**config.mk**
```make
export PLATFORM = sky130hd
export DESIGN_NAME = cache_axi_arbiter
export DESIGN_NICKNAME = d
export VERILOG_FILES = /design/src/rtl/cache_axi_arbiter.sv
export SDC_FILE = /design/constraint.sdc
export NUM_CORES = 1
export LEC_CHECK = 0
export BUFFER_PORTS_ARGS = -buffer_cell sky130_fd_sc_hd__buf_2
export CAP_MARGIN = 10
export CORE_AREA = 2 2 203 205
export CTS_CLUSTER_DIAMETER = 30
export CTS_CLUSTER_SIZE = 10
export DETAILED_ROUTE_END_ITERATION = 12
export DIE_AREA = 0 0 205 207
export SLEW_MARGIN = 0
export SYNTH_ARGS = -nofsm -noshare
export SYNTH_HDL_FRONTEND = slang
export SYNTH_SLANG_ARGS = --single-unit
```
**constraint.sdc**
```tcl
create_clock -name clk_g -period 21 [get_ports clk_g]
set_clock_uncertainty 0.05 [all_clocks]
set_input_delay 3.15 -clock clk_g [delete_from_list [all_inputs] [get_ports clk_g]]
set_output_delay 3.15 -clock clk_g [all_outputs]
set_load 0.05 [all_outputs]
```
**src/rtl/cache_axi_arbiter.sv**
```systemverilog
// Arbitrates icache/dcache line reads onto one bridge read channel and
// holds a single-entry dcache victim write buffer on the bridge write channel.
module cache_axi_arbiter #(
    parameter bit DC_PRIO = 1'b0
) (
    input  logic         clk_g,
    input  logic         resetn,
    input  logic         ic_rd_req,
    input  logic [2:0]   ic_rd_type,
    input  logic [31:0]  ic_rd_addr,
    output logic         ic_rd_rdy,
    output logic         ic_ret_valid,
    output logic         ic_ret_last,
    input  logic         dc_rd_req,
    input  logic [2:0]   dc_rd_type,
    input  logic [31:0]  dc_rd_addr,
    output logic         dc_rd_rdy,
    output logic         dc_ret_valid,
    output logic         dc_ret_last,
    output logic [31:0]  ret_data,
    input  logic         dc_wr_req,
    input  logic [2:0]   dc_wr_type,
    input  logic [31:0]  dc_wr_addr,
    input  logic [3:0]   dc_wr_wstrb,
    input  logic [127:0] dc_wr_data,
    output logic         dc_wr_rdy,
    output logic         mem_rd_req,
    output logic [2:0]   mem_rd_type,
    output logic [31:0]  mem_rd_addr,
    input  logic         mem_rd_rdy,
    input  logic         mem_ret_valid,
    input  logic         mem_ret_last,
    input  logic [31:0]  mem_ret_data,
    output logic         mem_wr_req,
    output logic [2:0]   mem_wr_type,
    output logic [31:0]  mem_wr_addr,
    output logic [3:0]   mem_wr_wstrb,
    output logic [127:0] mem_wr_data,
    input  logic         mem_wr_rdy,
    input  logic         mem_wr_done
);

    typedef enum logic [1:0] {R_IDLE, R_REQ, R_DATA} rd_state_t;
    typedef enum logic [1:0] {W_EMPTY, W_PEND, W_WAIT} wr_state_t;

    rd_state_t r_state, r_next;
    wr_state_t w_state, w_next;

    logic         owner_dc;
    logic         last_dc;
    logic [2:0]   rd_type_q;
    logic [31:0]  rd_addr_q;
    logic [2:0]   wr_type_q;
    logic [31:0]  wr_addr_q;
    logic [3:0]   wr_wstrb_q;
    logic [127:0] wr_data_q;

    logic hazard, dc_elig, grant, grant_dc, wr_load;

    // A dcache read of the line sitting in the write buffer must wait until
    // the write has completed, otherwise it would fetch stale memory.
    assign hazard  = (w_state != W_EMPTY) && (dc_rd_addr[31:4] == wr_addr_q[31:4]);
    assign dc_elig = dc_rd_req && !hazard;

    assign ret_data     = mem_ret_data;
    assign mem_rd_type  = rd_type_q;
    assign mem_rd_addr  = rd_addr_q;
    assign mem_wr_type  = wr_type_q;
    assign mem_wr_addr  = wr_addr_q;
    assign mem_wr_wstrb = wr_wstrb_q;
    assign mem_wr_data  = wr_data_q;

    // Read FSM next state, grant selection and owner-steered strobes.
    // Strobes are gated by resetn so nothing leaks while reset is held.
    always_comb begin
        r_next       = r_state;
        grant        = 1'b0;
        grant_dc     = 1'b0;
        mem_rd_req   = 1'b0;
        ic_rd_rdy    = 1'b0;
        dc_rd_rdy    = 1'b0;
        ic_ret_valid = 1'b0;
        ic_ret_last  = 1'b0;
        dc_ret_valid = 1'b0;
        dc_ret_last  = 1'b0;
        case (r_state)
            R_IDLE: begin
                if (ic_rd_req || dc_elig) begin
                    grant  = 1'b1;
                    r_next = R_REQ;
                    if (ic_rd_req && dc_elig)
                        grant_dc = DC_PRIO ? 1'b1 : !last_dc;
                    else
                        grant_dc = dc_elig;
                end
            end
            R_REQ: begin
                mem_rd_req = resetn;
                if (mem_rd_rdy) begin
                    r_next    = R_DATA;
                    ic_rd_rdy = resetn && !owner_dc;
                    dc_rd_rdy = resetn && owner_dc;
                end
            end
            R_DATA: begin
                ic_ret_valid = resetn && !owner_dc && mem_ret_valid;
                ic_ret_last  = resetn && !owner_dc && mem_ret_last;
                dc_ret_valid = resetn && owner_dc && mem_ret_valid;
                dc_ret_last  = resetn && owner_dc && mem_ret_last;
                if (mem_ret_valid && mem_ret_last)
                    r_next = R_IDLE;
            end
            default: r_next = R_IDLE;
        endcase
    end

    // Read FSM state and round-robin history; reset leaves dcache as the
    // last winner so icache takes the first tie.
    always_ff @(posedge clk_g) begin
        if (!resetn) begin
            r_state <= R_IDLE;
            last_dc <= 1'b1;
        end else begin
            r_state <= r_next;
            if (grant)
                last_dc <= grant_dc;
        end
    end

    // Latch the winning request; held for the whole transaction.
    always_ff @(posedge clk_g) begin
        if (resetn && grant) begin
            owner_dc  <= grant_dc;
            rd_type_q <= grant_dc ? dc_rd_type : ic_rd_type;
            rd_addr_q <= grant_dc ? dc_rd_addr : ic_rd_addr;
        end
    end

    // Write buffer next state; an all-zero strobe write is accepted and dropped.
    always_comb begin
        w_next     = w_state;
        wr_load    = 1'b0;
        mem_wr_req = 1'b0;
        dc_wr_rdy  = !resetn;
        case (w_state)
            W_EMPTY: begin
                dc_wr_rdy = 1'b1;
                if (dc_wr_req && (dc_wr_wstrb != 4'h0)) begin
                    wr_load = 1'b1;
                    w_next  = W_PEND;
                end
            end
            W_PEND: begin
                mem_wr_req = resetn;
                if (mem_wr_rdy)
                    w_next = W_WAIT;
            end
            W_WAIT: begin
                if (mem_wr_done)
                    w_next = W_EMPTY;
            end
            default: w_next = W_EMPTY;
        endcase
    end

    // Write buffer state register.
    always_ff @(posedge clk_g) begin
        if (!resetn)
            w_state <= W_EMPTY;
        else
            w_state <= w_next;
    end

    // Capture the victim line when the buffer takes it.
    always_ff @(posedge clk_g) begin
        if (resetn && wr_load) begin
            wr_type_q  <= dc_wr_type;
            wr_addr_q  <= dc_wr_addr;
            wr_wstrb_q <= dc_wr_wstrb;
            wr_data_q  <= dc_wr_data;
        end
    end

endmodule

```
# == Yosys cells after proc, flatten, opt, wreduce, memory -nomap -nowiden ==
# Index checks and enable logic that the tools add are counted.
# totals
inputBits,279
elab_cells,73
output_inout_bits,243
reg_bits,208
# classes
n_reduce_logical,24
mux,28
eq_ne,11
# ops
operator,n
two-way mux 32 bit,1
== test 28 bit,1
two-way mux 1 bit,18
logical AND 1 bit,13
two-way mux 2 bit,6
inequality test 2 bit (second input constant),6
case mux 2 bit (3 select lines),2
AND reduction 3 bit,2
== test 2 x 1 -> 1 bit (second input constant),2
== test 2 bit (second input constant),2
zero test 1 bit,4
zero test 2 bit,2
nonzero test 4 bit,1
two-way mux 3 bit,1
nonzero test 2 bit,1
logical OR 1 bit,1

# == Longest topological paths before layout ==
# logic_depth
word_depth,9
mapped_depth,8
ltp_nobuf,6

# == Worst setup path after synthesis ==
# No wires, ideal clock.
# synth_timing
path_kind,input to register
start,in dc_wr_req
end,"reg wr_addr_q[0], in the netlist mem_wr_addr[0], enable pin"
cell_stages,2
n_path_buf,0
t_required_ns,20.254
setup_time_ns,0.696
path_slack_ns,10.083
arrival_ns,10.171
cell_sequence,nand3_1 -> nor2_1
# synth_via
elab_chain_len,4
# synth_lines
element,line,text
start: declaration,21,"input logic dc_wr_req,"
logical AND 1 bit,148,if (dc_wr_req && (dc_wr_wstrb != 4'h0)) begin
two-way mux 1 bit,148,
two-way mux 1 bit,145,case (w_state)
logical AND 1 bit,176,if (resetn && wr_load) begin
end signal: assignment,178,wr_addr_q <= dc_wr_addr;
end: declaration,54,logic [31:0] wr_addr_q;
# No other way between the ends.
# A chain may end at the register's enable or synchronous reset.

# == Final worst setup path ==
# layout_timing
start,in resetn
end,out dc_rd_rdy
# layout_via
elab_chain_len,3
# layout_lines
element,line,text
start: declaration,7,"input logic resetn,"
logical AND 1 bit,102,dc_rd_rdy = resetn && owner_dc;
two-way mux 1 bit,99,if (mem_rd_rdy) begin
two-way mux 1 bit,86,case (r_state)
end: declaration,17,"output logic dc_rd_rdy,"
# No other way between the ends.

==> metrics.txt <==
detail-routed net length per standard cell=about 17 um; PwrDens=~120 nW/um2; area of the die=around 42,000 um2; fraction of layout cells with a size suffix above 1=66.9%; async set-reset flop share out of synthesis=0%; number of global-route vias before repair=5,408; placement-stage worst setup slack=13,670 ps; area leader, netlist=edfxtp_1; aggregate global routing overflow=0; net count after synthesis=between 600 and 700; setup violation total in the final timing report=0; YS warnings=0; maximum clock frequency=137 MHz; Post-Synthesis Cells=~360; most instantiated library cell after synthesis=edfxtp_1; Yosys cell types=26; Initial Utilization=18.6%; Site Rows=74; maximum number of pins on one net before global-route repair=~80; Final min period=7310 ps; Worst IR Drop VDD=0.0956 mV; signed area change from the synthesized netlist to the final layout=59.5%; Placed Cells=about 1.3k; total count of hold-check failures in the final report=0; hold bufs inserted after CTS=0; number of gates given a new drive strength after cts=0; depth of the most critical reg-to-reg path=6; post-CTS clock slew at the launch and capture registers of the worst setup and hold paths=~50 ps; arrival time worst endpoint=between 4000 and 5000 ps; number of violations reported at the end of detailed-routing iteration 0=183; CP required=roughly 18,000 ps; Clock Tree Buf Depth=3; worst min-delay path category=reg -> reg; critical path launch point type=input pin; Vias=approximately 5.1k; Synth area leaders=edfxtp_1, mux2_4, buf_4; register area share after synthesis=82.6%; unrepaired setup endpoints after global routing=false; hpwl dp=~18 mm; Power Total=about 1400 uW; buffers added on ports=~460; total routing resource utilization after global routing=between 10% and 20%; largest fanout on the critical path=9; Post-CTS Repair Setup Buffers=0; overall die width=~210 um; global-route wire length before repair=32.4 mm; number of nets in the layout=about 1.1k; WHS Path Cells=2; endpoint type of the worst setup path=output pin; max-slew violation count=0; RePlAce Congestion=0.782; Relative slew margins=about a third; number of sinks driven by the clock tree=approximately 210; number of synthesized flops with an enable pin=around 200; Cell Area, Synth=approximately 7500 um2; share of the synthesized area in the top cell type=between 80% and 90%; Setup Crit Path Kind=in -> out; Least-Margin Pin Slew=between 900 and 1000 ps; latest clock arrival within the worst-skew pair=560 ps; total CTS buffers=51; prevailing post-synth register cell=edfxtp_1; level count of the clock H-tree=2; post-route insts no fill=between 1k and 1.5k; antenna violations before repair=6; cell chosen for the clock root=clkbuf_16; Worst Slack Setup Final=between 10,000 and 15,000 ps; detailed-route DRC error count=0; total of fill cells in the finished design=about 4.1k; register bit count reported by yosys=roughly 210; number of max-cap violations=0; area of the placeable core=just over 40,000 um2; total negative slack for setup checks=0 ps; Commonest cells post-synth=edfxtp_1, buf_4, mux2_4, xor2_1, xnor2_1; Synth Area per Inst=around 21 um2; static leakage power=between 0.005 and 0.006 uW; die span in y=between 200 and 250 um; antenna violation net count after detailed routing=0; result of the run=completed; TritonCTS clock tree=done; post-route fraction of the period consumed by the critical path=approximately a third; number of search-and-repair iterations in the first detailed-routing pass=4; routed via count divided by cell count=approximately 3.6; I/O pins=522; post-detailed-routing wire length=roughly 23 mm
-- report_power, final --
group	switching (uW)	internal, uW
Clock	256	515
Combinational	110	45.1
Sequential	7.23	485
Total	373	1050
-- layout by cell type (no fill, tap or decap), drive strengths merged --
master / instances
o21ai: 2
dfxtp: 5
nand2: 9
buf: 462
clkbuf: 57
nor4: 5
o211a: 1
mux2: 35
nand3: 2
a21oi: 1
diode: 2
and3: 4
o22ai: 1
clkinv: 16
nand4: 4
nor3b: 1
nand3b: 2
nor2: 8
nor4b: 1
o41ai: 1
nor2b: 3
inv: 15
bufinv: 5
edfxtp: 203
clkinvlp: 4
or2b: 1
and2: 2
xnor2: 11
xor2: 17
-- critical path, stage by stage --
cell and delay (ps):
buf_2 180, nor2b_1 180, and2_1 180, and3_1 160
buf_2 260
-- logic make-up (layout without fill, tap and decap cells) --
kind of cell	Yosys count	in the layout	share of synthesized area [%]
DFF	208	208	82.6
and+or+nand+nor	42	42	3.00
buffers and inverters	37	559	3.85
muxes	35	35	6.65
xor gates and xnor gates	28	28	3.27
AOI/OAI and AO/OA	6	6	0.634
other	0	2	0
-- cell type report --
type / count / area, um2 / area share, %
Antenna cell: 2 / 5.00 / 0.0418
Multi-Input combinational cell: 111 / 1030 / 8.63
Tap cell: 532 / 666 / 5.56
Sequential cell: 208 / 6200 / 51.8
Clock inverter: 39 / 437 / 3.65
Clock buffer: 57 / 1300 / 10.9
Timing Repair Buffer: 462 / 2320 / 19.4
Inverter: 1 / 3.75 / 0.0314
-- path summary, 6_finish.rpt --
check,startpoint,end,slack (ps)
worst max-delay path,resetn,dc_rd_rdy,13690
worst min-delay path,last_dc,last_dc,430
worst max register to register,mem_wr_addr[8],mem_rd_addr[12],17730
worst min register to register,last_dc,last_dc,430
-- routing by layer --
metal  GRT usage, %  wire [um]
met2           17.2      11400
met4           5.21        759
met1           10.9       8370
met5              0         69
met3           5.93       2850
-- state kept, by name, summed over array words and instances (netlist names) --
signal and cells:
r_state 2, mem_rd_addr 32, mem_wr_type 3, w_state 2
last_dc 1, mem_wr_addr 32, owner_dc 1, mem_wr_wstrb 4
mem_wr_data 128, mem_rd_type 3
-- metrics by stage --
stage	utilization [%]	hold WS [ps]	area, um2
after floorplan	-	386	7500
after global placement	25.3	401	10200
after detailed placement	25.3	404	10200
after CTS	29.6	419	12000
after global routing	29.6	465	12000
final	29.6	426	12000
Note: power is estimated with default switching activity, not from simulation.
